## src/rtl/i2s_tx.sv

```systemverilog
// I2S transmitter: one 9-bit frame counter drives mclk/sclk/lrclk, and a 32-bit
// shift register serialises the stereo word captured once per frame (MSB first, one-bit delay).
module i2s_tx #(
    parameter int SAMPLE_W = 16
) (
    input  logic                clk,
    input  logic                rst_n,
    input  logic                en,
    input  logic [SAMPLE_W-1:0] audio_l,
    input  logic [SAMPLE_W-1:0] audio_r,
    output logic                sample_tick,
    output logic                mclk,
    output logic                sclk,
    output logic                lrclk,
    output logic                sdin
);

    localparam int WORD_W = 2 * SAMPLE_W;

    logic [8:0]        c_reg;
    logic [WORD_W-1:0] shift_reg;
    logic              sdin_reg;
    logic              slot_end;
    logic              frame_end;

    assign slot_end  = (c_reg[3:0] == 4'hF);
    assign frame_end = (c_reg == 9'h1FF);

    // rst_n is active-high despite its name.
    always_ff @(posedge clk) begin
        if (rst_n) begin
            c_reg     <= '0;
            shift_reg <= '0;
            sdin_reg  <= 1'b0;
        end else begin
            c_reg <= c_reg + 9'd1;
            if (slot_end) begin
                // After 31 left shifts the old R[0] sits in the MSB, so the
                // capture edge naturally emits it as slot 0 of the next frame.
                sdin_reg <= shift_reg[WORD_W-1];
                if (frame_end)
                    shift_reg <= en ? {audio_l, audio_r} : '0;
                else
                    shift_reg <= {shift_reg[WORD_W-2:0], 1'b0};
            end
        end
    end

    assign sample_tick = frame_end;
    assign mclk        = c_reg[1];
    assign sclk        = c_reg[3];
    assign lrclk       = c_reg[8];
    assign sdin        = sdin_reg;

endmodule

```

## config.mk

```make
export PLATFORM = sky130hd
export DESIGN_NAME = i2s_tx
export DESIGN_NICKNAME = d
export VERILOG_FILES = /design/src/rtl/i2s_tx.sv
export SDC_FILE = /design/constraint.sdc
export NUM_CORES = 1
export LEC_CHECK = 0
export CAP_MARGIN = 0
export CORE_ASPECT_RATIO = 1.5
export CORE_MARGIN = 2
export CORE_UTILIZATION = 51
export DETAILED_ROUTE_END_ITERATION = 10
export PLACE_DENSITY_LB_ADDON = 0.2
export SYNTH_ARGS = -nofsm -noshare
export SYNTH_HDL_FRONTEND = slang
export SYNTH_SLANG_ARGS = --single-unit
```

## constraint.sdc

```tcl
create_clock -name clk -period 2.31 [get_ports clk]
set_clock_uncertainty 0.15 [all_clocks]
set_input_delay 0.231 -clock clk [delete_from_list [all_inputs] [get_ports clk]]
set_output_delay 0.231 -clock clk [all_outputs]
set_load 0.02 [all_outputs]
```

==> results.ini, run 1 <==
[timing]
final.setup.tns_ns = 0
max_slew.worst_pin.slew_ns = 0.598
setup_viol = 0
period_share = 0.920
rsz0062_at_grt = no
slew_headroom = 0.601
clock.fmax_mhz = 470
hold_ws_ns = 0.280
period_needed_ns = 2.13
finalHoldViolCount = 0
slew_violations = 0

[hold_path]
worstHoldPathType = in2reg
worstHoldPathCells = 2
min-delay-start = rst_n
worst_hold_path.endpoint = c_reg[3]$_SDFF_PP0_

[floorplan]
die_y_um = 82.2
num_rows = 28
die_w_um = 56.1
io_pins = 40
start_util = 0.530
core_area_mm2 = 0.00392
die_area_mm2 = 0.00461

[synth]
synth_top_cell_by_area = dfxtp_1
syn-cell-area_mm2 = 0.00208
synth.most_common_cell = dfxtp_1
netlist.area_leader.share = 0.404
synthTopCellsByCount = dfxtp_1, nor2_1, nor3_2
synth_warnings = 0
synth.avg_cell_area_um2 = 10.8
ys_types = 28
ys_seq_elements = 42
ys_async_sr_fraction = 0
synthFlopType = dfxtp_1
synth_area_leaders = dfxtp_1, a221oi_2, nor3_2
ys_seq_area_frac = 0.404
synth_edf_count = 0
syn_inst = 193
syn_nets = 231

[flow_run]
drv_cap = 0

[final_layout]
largest_register_ffs = 32
final_nets = 270
final_util = 0.661
area_growth_pct = 24.8
final_area_mm2 = 0.00259
instances_no_fill = 277
diodes = 0
drive_gt1_frac = 0.353

[worst_setup_path]
cp_cell_sequence = ha_1, nand2_1, nor2_2, and3_1, ha_1, dlygate4sd2_1
timing.rr.start = c_reg[1]$_SDFF_PP0_
cp.arrival_ns = 1.74
cpPeakStageDelay_ns = 0.38
crit_path_frequent_cell = ha_1
worstPathMaxFanout = 3
start_kind = flip-flop
regToRegEndpoint = shift_reg[18]$_SDFFE_PP0P_
cp-end-kind = output port
slowest_stage = dfxtp_1
worst_ep_required_time_ns = 1.93
r2r_cells = 9
ff2ff_setup_slack_ns = 0.19
path_class = reg2out

[placement]
gp_congestion = 0.756
place_inst = 270
hpwl_mm = 3.02
io_buffers = 39
placed_cell_area_mm2 = 0.00248

[clock_network]
clk_pin_slew_worst_paths_ns = 0.08
clk_latency_ns = 0.29
postCtsHoldBufs = 0
cts_tree = yes
clockBufferDepth = 2
numClockSinks = 42
numCtsBuffers = 5
htree_levels = 2
cts_root_buffer = clkbuf_8

[global_route]
grt_pass1_wl_mm = 7.04
grt.overflow.total = 0
grt_util_all_layers = 0.196
grt_max_degree = 33
antenna_found_initial = 0
grt_pass1_vias = 1552

[drt]
vias = 1592
drt-initial-drc-count = 44
viasPerCell = 5.75
dr.pass1.iters = 4
post-route-drc-count = 0
drt.antenna.violating_nets = 0
routedWlPerCell_um = 15.6
drt-total-wl_mm = 4.32

[run_status]
outcome = complete, no violations

[power_and_ir_drop]
leakage_nw = 1.06
powerDensity_mw_per_mm2 = 549
peakVddDrop_mv = 0.523

[layer usage]
layer | vias up | global-route usage | part of all wire
met3 | 2 | 0.0576 | 0.033
met4 | 0 | 0.0571 | 0.0049
met5 | - | 0 | 0
met2 | 26 | 0.358 | 0.55
li1 | 788 | - | -
met1 | 776 | 0.221 | 0.41
[cell type report]
class	instances	area [um2]
Clock buffer	6	82.6
Clock inverter	1	30.0
Fill cell	321	1330
Inverter	2	7.51
Multi-Input combinational cell	131	1110
Sequential cell	42	841
Tap cell	45	56.3
Timing Repair Buffer	50	470
[critical path, delay by kind of cell (launching register included)]
family | cells | cell delay [ns]
buffers and inverters | 1 | 0.34
flip-flops | 1 | 0.38
AND/OR/NAND/NOR | 3 | 0.38
adder cells (fa/ha/maj) | 2 | 0.35
[logic make-up (layout without fill, tap and decap cells)]
kind of cell / Yosys count / in the layout / share of synthesized area
AOI/OAI and AO/OA: 37 / 37 / 0.230
xor gates and xnor gates: 3 / 3 / 0.0126
adders and majority gates: 3 / 3 / 0.0181
buffers and inverters: 20 / 59 / 0.0650
DFF: 42 / 42 / 0.404
muxes: 1 / 1 / 0.00541
and+or+nand+nor: 87 / 87 / 0.264
[report_power, final]
group          leakage [nW]  switching [W]  internal, W
clock                0.0573       0.000246     0.000346
combinational         0.661      0.0000380    0.0000622
sequential            0.339     0.00000496     0.000728
[timing repair]
| item | 4_1_cts | 5_1_grt |
|---|---|---|
| resized for setup | 1 | 2 |
| endpoints found under the setup margin | 1 | 4 |
| buffers inserted | 0 | 0 |
[cells in the final DEF, fill, tap and decap left out, drive strengths merged]
cell,synthesis,layout
o21ai,2,2
inv,2,2
nor2b,2,2
a221oi,30,30
nand3,3,3
a21oi,4,4
and2,1,1
buf,15,12
xor2,1,1
dfxtp,42,42
clkbuf,3,6
nor2,38,38
clkdlybuf4s50,0,37
mux2,1,1
dlygate4sd2,0,1
a211oi,1,1
bufinv,0,1
or3,2,2
nand4,2,2
and3,3,3
ha,3,3
xnor2,2,2
nand2,5,5
nor3,31,31
[stage by stage]
stage / worst slack (ns) / total power (W)
floorplan: 0.150 / 0.000775
global placement: 0.227 / 0.000848
detailed placement: 0.151 / 0.000850
CTS: 0.126 / 0.00144
global route: 0.0167 / 0.00147
finish: 0.184 / 0.00142
[how the worst max path moves through the flow]
stage	startpoint	endpoint	slack [ns]
final	c_reg[0]$_SDFF_PP0_	sample_tick	0.18
after global placement	c_reg[1]$_SDFF_PP0_	shift_reg[31]$_SDFFE_PP0P_	0.23
after global routing	c_reg[1]$_SDFF_PP0_	shift_reg[31]$_SDFFE_PP0P_	0.02
after detailed placement	c_reg[1]$_SDFF_PP0_	shift_reg[31]$_SDFFE_PP0P_	0.15
after floorplan	c_reg[1]$_SDFF_PP0_	shift_reg[10]$_SDFFE_PP0P_	0.15
after CTS	c_reg[1]$_SDFF_PP0_	shift_reg[31]$_SDFFE_PP0P_	0.13
No activity file was read; power rests on OpenSTA's default activity.
==> run 2, diff against run 1 <==
--- a/config.mk
+++ b/config.mk
@@ -10,7 +10,7 @@
 export CORE_MARGIN = 2
 export CORE_UTILIZATION = 51
 export DETAILED_ROUTE_END_ITERATION = 10
-export PLACE_DENSITY_LB_ADDON = 0.2
+export PLACE_DENSITY = 0.79
 export SYNTH_ARGS = -nofsm -noshare
 export SYNTH_HDL_FRONTEND = slang
 export SYNTH_SLANG_ARGS = --single-unit
==> results.ini, run 2 (same netlist as run 1, synthesis figures left out) <==
[final_layout]
final_nets = 267
drive_gt1_frac = 0.335
area_growth_pct = 25.1
final_cell_mix = dfxtp_1, nor2_1, clkdlybuf4s50_1
fillCellCount = 324
final_common_cell = dfxtp_1
final_area_mm2 = 0.00260
largest_register_ffs = 32
diodes = 0

[floorplan]
io_pins = 40
die_w_um = 56.1
num_rows = 28
start_util = 0.530
die_area_mm2 = 0.00461
core_area_mm2 = 0.00392
die_y_um = 82.2

[worst_setup_path]
cp.arrival_ns = 1.76
slowest_stage = dfxtp_1
timing.rr.start = c_reg[1]$_SDFF_PP0_
path_buf_inv = 1
regToRegEndpoint = shift_reg[8]$_SDFFE_PP0P_
ff2ff_setup_slack_ns = 0.20
crit_path_frequent_cell = ha_1
start_kind = flip-flop
worstPathMaxFanout = 3
path_class = reg2out
cp_cell_sequence = ha_1, nand2_1, nor2_1, and3_1, ha_1, dlygate4sd2_1
cpPeakStageDelay_ns = 0.38
worst_ep_required_time_ns = 1.93
crit_family = simple AND/OR/NAND/NOR gates
cp-end-kind = output port
r2r_cells = 9

[drt]
drt.antenna.violating_nets = 0
vias = 1560
dr.pass1.iters = 4
drt-initial-drc-count = 49
routedWlPerCell_um = 15.2
viasPerCell = 5.67
drt-total-wl_mm = 4.19
post-route-drc-count = 0

[timing]
rsz0062_at_grt = no
finalHoldViolCount = 0
slew_headroom = 0.700
clock.fmax_mhz = 467
worst_slack_ns = 0.171
period_needed_ns = 2.14
final.setup.tns_ns = 0
period_share = 0.926
max_slew.worst_pin.slew_ns = 0.450
slew_violations = 0
setup_viol = 0

[placement]
placed_cell_area_mm2 = 0.00249
gp_congestion = 0.730
io_buffers = 39
hpwl_mm = 2.79
preCtsSetupSlack_ns = 0.149

[global_route]
grt_util_all_layers = 0.196
grt.overflow.total = 0
grt_use_met3 = 0.0483
antenna_found_initial = 0
grt-busiest-layer = met2
grt_pass1_wl_mm = 7.13
grt_use_met1 = 0.254
met2_usage = 0.315
grt_pass1_vias = 1520
grt_max_degree = 32

[power_and_ir_drop]
peakVddDrop_mv = 0.456
combPwrFrac = 0.072
leakage_nw = 1.06
internal_power_w = 0.00111
clkPwrFrac = 0.406
powerDensity_mw_per_mm2 = 540
p_switching_w = 0.000290
switching_share = 0.206
seqPwrFrac = 0.522

[clock_network]
numCtsBuffers = 5
cts_tree = yes
numClockSinks = 42
clockBufferDepth = 2
clk_pin_slew_worst_paths_ns = 0.08
cts_root_buffer = clkbuf_8
clk_latency_ns = 0.29
htree_levels = 2
cts_setup_buffers = 0

[hold_path]
worstHoldPathCells = 2
worst_hold_path.endpoint = c_reg[0]$_SDFF_PP0_
min-delay-start = rst_n
worstHoldPathType = in2reg

[flow_run]
drv_cap = 0

[run_status]
outcome = complete, no violations

[run 2: worst max path at each step]
stage / start / to / cells past startpoint
finish: c_reg[0]$_SDFF_PP0_ / sample_tick / 6
global route: c_reg[0]$_SDFF_PP0_ / sample_tick / 6
CTS: c_reg[0]$_SDFF_PP0_ / shift_reg[31]$_SDFFE_PP0P_ / 9
detailed placement: c_reg[0]$_SDFF_PP0_ / shift_reg[31]$_SDFFE_PP0P_ / 9
global placement: c_reg[0]$_SDFF_PP0_ / sample_tick / 6
floorplan: c_reg[1]$_SDFF_PP0_ / shift_reg[10]$_SDFFE_PP0P_ / 9
[run 2: power groups by stage]
stage / Sequential [W] / Clock [W] / Combinational [W]
final: 0.000733 / 0.000570 / 0.000102
after global routing: 0.000734 / 0.000620 / 0.000110
after CTS: 0.000733 / 0.000581 / 0.000103
after detailed placement: 0.000750 / 0 / 0.000102
after global placement: 0.000749 / 0 / 0.000102
after floorplan: 0.000752 / 0 / 0.0000232
[run 2: layout make-up]
type                            count  area (um2)  area share
Multi-Input combinational cell    131        1100       0.425
Timing Repair Buffer               47         485       0.187
Tap cell                           45        56.3      0.0216
Clock buffer                        7        76.3      0.0293
Sequential cell                    42         841       0.323
Inverter                            2        7.51     0.00289
Clock inverter                      1        30.0      0.0115
[run 2: routing by layer]
metal  share of wire  up-vias  wire length (um)
met3           0.040       12               166
met2            0.50       31              2080
met1            0.44      731              1830
met5               0        -                 0
li1                -      786                 -
met4           0.026        0               108
[run 2: repair_timing]
action	4_1_cts	5_1_grt
gates resized for setup	1	1
setup endpoints to repair	1	1
hold buffers	0	0
pin swaps	0	0
[run 2: stage by stage]
step | utilization | hold slack [ns] | cells | total power [W]
floorplan | - | 0.235 | 193 | 0.000775
global placement | 0.635 | 0.293 | 267 | 0.000851
detailed placement | 0.635 | 0.304 | 267 | 0.000851
CTS | 0.662 | 0.196 | 275 | 0.00142
global route | 0.663 | 0.207 | 275 | 0.00146
finish | 0.663 | 0.201 | 275 | 0.00140
